[src/rtl/life_engine.sv]
// Game of Life engine: 20x15 double-buffered board, one cell evaluated per clock.
// The displayed board (cur) only changes in the single SWAP cycle after a full scan.
module life_engine #(
  parameter int COLS  = 20,
  parameter int ROWS  = 15,
  parameter int WRAP  = 1,
  parameter int GEN_W = 16
) (
  input  logic             clk,
  input  logic             rst,
  input  logic             step,
  input  logic             load_en,
  input  logic [4:0]       load_x,
  input  logic [3:0]       load_y,
  input  logic             load_val,
  input  logic [4:0]       rd_x,
  input  logic [3:0]       rd_y,
  output logic             rd_alive,
  output logic             busy,
  output logic             done,
  output logic [GEN_W-1:0] gen_count
);

  localparam logic [4:0] LAST_X = 5'(COLS - 1);
  localparam logic [3:0] LAST_Y = 4'(ROWS - 1);

  typedef enum logic [1:0] {IDLE, SCAN, SWAP} state_t;

  state_t state, state_next;
  logic [4:0] cx;
  logic [3:0] cy;
  logic [ROWS-1:0][COLS-1:0] cur, nxt;

  logic [4:0] x_l, x_r;
  logic [3:0] y_u, y_d;
  logic       ok_l, ok_r, ok_u, ok_d;
  logic [7:0] nb;
  logic [3:0] count;
  logic       alive_next;
  logic       last_cell;

  // Neighbour coordinates wrap; the ok_* flags mask off-board neighbours when WRAP=0.
  always_comb begin
    x_l  = (cx == '0)     ? LAST_X : cx - 5'd1;
    x_r  = (cx == LAST_X) ? '0     : cx + 5'd1;
    y_u  = (cy == '0)     ? LAST_Y : cy - 4'd1;
    y_d  = (cy == LAST_Y) ? '0     : cy + 4'd1;
    ok_l = (WRAP != 0) || (cx != '0);
    ok_r = (WRAP != 0) || (cx != LAST_X);
    ok_u = (WRAP != 0) || (cy != '0);
    ok_d = (WRAP != 0) || (cy != LAST_Y);
  end

  // NOTE: every variable assigned in always_comb gets a value on every path
  // (defaults first or full if/else); otherwise synthesis infers a latch.
  always_comb begin
    nb[0] = cur[y_u][x_l] & ok_u & ok_l;
    nb[1] = cur[y_u][cx]  & ok_u;
    nb[2] = cur[y_u][x_r] & ok_u & ok_r;
    nb[3] = cur[cy][x_l]  & ok_l;
    nb[4] = cur[cy][x_r]  & ok_r;
    nb[5] = cur[y_d][x_l] & ok_d & ok_l;
    nb[6] = cur[y_d][cx]  & ok_d;
    nb[7] = cur[y_d][x_r] & ok_d & ok_r;
    count = '0;
    for (int i = 0; i < 8; i++) begin
      count = count + {3'b000, nb[i]};
    end
    alive_next = (count == 4'd3) | (cur[cy][cx] & (count == 4'd2));
  end

  assign last_cell = (cx == LAST_X) && (cy == LAST_Y);

  always_comb begin
    state_next = state;
    case (state)
      IDLE:    if (step) state_next = SCAN;
      SCAN:    if (last_cell) state_next = SWAP;
      SWAP:    state_next = IDLE;
      default: state_next = IDLE;
    endcase
  end

  assign busy = (state != IDLE);
  assign done = (state == SWAP);

  assign rd_alive = (rd_x <= LAST_X && rd_y <= LAST_Y) ? cur[rd_y][rd_x] : 1'b0;

  // NOTE: non-blocking assignments for all sequential state, so every register
  // samples pre-edge values regardless of statement order.
  always_ff @(posedge clk or posedge rst) begin
    if (rst) begin
      state     <= IDLE;
      cx        <= '0;
      cy        <= '0;
      // NOTE: both boards are cleared by reset because a reset must leave an
      // all-dead display; this forces them into flops rather than RAM.
      cur       <= '0;
      nxt       <= '0;
      gen_count <= '0;
    end else begin
      state <= state_next;
      case (state)
        IDLE: begin
          if (load_en && load_x <= LAST_X && load_y <= LAST_Y)
            cur[load_y][load_x] <= load_val;
          cx <= '0;
          cy <= '0;
        end
        SCAN: begin
          nxt[cy][cx] <= alive_next;
          if (cx == LAST_X) begin
            cx <= '0;
            cy <= (cy == LAST_Y) ? '0 : cy + 4'd1;
          end else begin
            cx <= cx + 5'd1;
          end
        end
        SWAP: begin
          cur       <= nxt;
          gen_count <= gen_count + GEN_W'(1);
        end
        default: ;
      endcase
    end
  end

endmodule

[config.mk]
export PLATFORM = sky130hd
export DESIGN_NAME = life_engine
export DESIGN_NICKNAME = d
export VERILOG_FILES = /design/src/rtl/life_engine.sv
export SDC_FILE = /design/constraint.sdc
export NUM_CORES = 2
export LEC_CHECK = 0
export BUFFER_PORTS_ARGS = -buffer_cell sky130_fd_sc_hd__buf_4
export CORE_AREA = 4 4 226 317
export DETAILED_ROUTE_END_ITERATION = 8
export DIE_AREA = 0 0 230 321
export PLACE_DENSITY = 0.76
export SYNTH_ARGS = -nofsm -noshare
export SYNTH_HDL_FRONTEND = slang
export SYNTH_SLANG_ARGS = --single-unit
[constraint.sdc]
create_clock -name clk -period 46.1 [get_ports clk]
set_input_delay 9.22 -clock clk [delete_from_list [all_inputs] [get_ports clk]]
set_output_delay 9.22 -clock clk [all_outputs]
set_load 0.05 [all_outputs]
==> reports/metrics.cfg <==
[worst_setup_path]
cp_slowest_cell = buf_4
worst_ep_required_time_ns = 36.88
worst-path-max-fanout = 48
crit_buf_inv = 4
cp_top_family = buffers and inverters
critPathCaptureType = primary output
cp_common_cell = buf_4
crit_type = input pin to primary output
arrival_ns = 13.10
slowest_delay_ns = 0.69
startpoint_type = input pin
crit_chain = buf_4 > buf_4 > nor2b_2 > buf_4 > nand2_1 > o21ai_0 > mux4_2 > mux4_2 > mux2i_1 > nor3_1 > a21oi_1 > a211oi_1 > buf_4

[synth]
ys_seq_elements = 627
avgSynthCellArea_um2 = 9.43
syn_nets = 4386
synth_ff_type = dfrtp_1
async_reset_ff_share_pct = 100
syn_area_um2 = 41000
postSynthCellCount = 4345
ys_types = 85
ys_seq_area_share_pct = 38.3
yosys_warnings = 0
synth_edf_count = 0

[run_status]
outcome = complete, no violations

[final_layout]
area_growth_pct = 6.35
n_fill_cell = 5646
final_nets = 4106
layout_common_cells = 625 x dfrtp_1, 508 x nand2_1, 417 x mux2i_1
final_area_um2 = 43600
drive_gt1_share_pct = 14.6
final_common_cell = dfrtp_1

[floorplan]
die_w_um = 230
die_area_um2 = 73800
die_h_um = 321
initial_utilization_pct = 59.6
num_io_pins = 42
fp.coreArea_um2 = 68800
row_count = 114

[grt]
first_global_vias = 35400
grt_pass1_wl_mm = 243
antenna_found_initial = 11
grt_max_degree = 155
grt_use_total_pct = 44.3
grt-ovfl-total = 0

[clock_network]
cts_hold_buf = 0
clk_latency_ns = 0.67
postCtsResizedCells = 0
cts_tree = done
cts_sinks = 627
clock_path_buffers = 3
htree_num_levels = 2
post-cts-setup-buffers = 0
clk_pin_slew_ns = 0.07
cts-buffers-inserted = 61
ctsRootBufferMaster = clkbuf_16

[routing]
wl_mm = 167
vias = 37600
dr.pass1.iters = 9
drc_errors = 0
wire_per_inst_um = 33.0
vias_per_cell = 7.44
detail-route-antenna-nets = 0
first_iter_violations = 5827

[sta]
slew_violations = 0
fmax_mhz = 44.8
setup_violations = 0
tightest_slew_ns = 1.47
min_period_over_period_pct = 48.4
fin_setup_tns_ns = 0
clock_skew_ns = 0.0220
period_needed_ns = 22.32
rsz0062_at_grt = no
hold_viol = 0
max-slew-margin-rel_pct = 2.33

[place]
gp_congestion = 1.08
port_buffers = 41
dp_hpwl_mm = 104
dpl-instance-area_um2 = 41300

[run]
drv_cap = 0

[hold_path]
hp-class = flop to flop

## cell usage after synthesis (all sizes together) (6+ instances only)
master / n / area, µm²
nand2b: 15 / 93.8
o21ai: 375 / 1890
o221ai: 9 / 78.8
dfrtp: 627 / 15700
or3: 9 / 56.3
o21a: 7 / 52.6
or2: 6 / 37.5
and3: 37 / 231
o22ai: 25 / 156
nand4: 18 / 113
a31oi: 301 / 1900
a22o: 21 / 184
o211ai: 31 / 233
mux2i: 417 / 4170
a211o: 7 / 61.3
a221oi: 19 / 166
o21bai: 6 / 45.0
nor4: 9 / 56.3
mux4: 216 / 4870
mux2: 60 / 676
o32ai: 6 / 52.6
nand2: 517 / 1940
nor3: 32 / 160
nand3: 64 / 320
ha: 14 / 175
a2111oi: 15 / 131
clkbuf: 337 / 1260
o22a: 12 / 105
xnor2: 12 / 105
buf: 145 / 890
inv: 19 / 71.3
a21oi: 361 / 1810
a22oi: 33 / 248
and2: 18 / 113
nor2b: 26 / 163
xor2: 6 / 52.6
a211oi: 30 / 225
nor2: 387 / 1470
## per-layer routing
layer	track usage, %	wire length (µm)
met5	0.391	76
met4	31.6	15500
met3	13.1	21200
met2	65.3	71700
met1	56.0	58300
## path summary, 6_finish.rpt
| kind | start | end | slack [ns] | cells past startpoint |
|---|---|---|---|---|
| worst max register to register | cy[0] | nxt[233] | 34.52 | 25 |
| worst min register to register | gen_count[15] | gen_count[15] | 0.47 | 1 |
| min in group asynchronous | rst | nxt[127] | 8.70 | 2 |
| worst max-delay path | rd_y[1] | rd_alive | 23.78 | 13 |
| worst min-delay path | gen_count[15] | gen_count[15] | 0.47 | 1 |
| max in group asynchronous | rst | cur[32] | 33.73 | 6 |
## state kept, by name (all words and copies together), names as in the netlist
register / flops
cur: 300
cx: 5
cy: 4
gen_count: 16
nxt: 300
state: 2
## logic make-up (layout without fill, tap and decap cells)
| group | count (synthesis) | in the layout | share of synthesized area [%] |
|---|---|---|---|
| AO/OA/AOI/OAI | 1329 | 1329 | 19.5 |
| XOR/XNOR | 18 | 18 | 0.385 |
| adder cells (fa/ha/maj) | 18 | 18 | 0.623 |
| buffers and inverters | 502 | 275 | 5.44 |
| flip-flops | 627 | 627 | 38.3 |
| multiplexers | 693 | 693 | 23.7 |
| other | 0 | 7 | 0 |
| AND/OR/NAND/NOR | 1158 | 1158 | 12.0 |
## cell type report
| class | count | area (µm²) | area share [%] |
|---|---|---|---|
| Antenna cell | 7 | 17.5 | 0.0402 |
| Clock buffer | 83 | 1750 | 4.01 |
| Clock inverter | 33 | 508 | 1.17 |
| Inverter | 20 | 82.6 | 0.190 |
| Multi-Input combinational cell | 3216 | 23300 | 53.4 |
| Sequential cell | 627 | 15700 | 36.0 |
| Tap cell | 928 | 1160 | 2.66 |
| Timing Repair Buffer | 139 | 1070 | 2.47 |
## through the flow
step	utilization [%]	hold slack, ns	setup WS, ns	instances
final	63.4	0.474	23.78	5053
after global placement	60.1	0.457	23.84	4930
after floorplan	-	0.444	19.32	4345
after global routing	63.4	0.489	23.61	5048
after detailed placement	60.1	0.464	23.81	4930
after CTS	63.4	0.478	23.81	5046
Power is not shown: default switching activity piles up to over one toggle a cycle in this logic, so the estimate is an artifact.
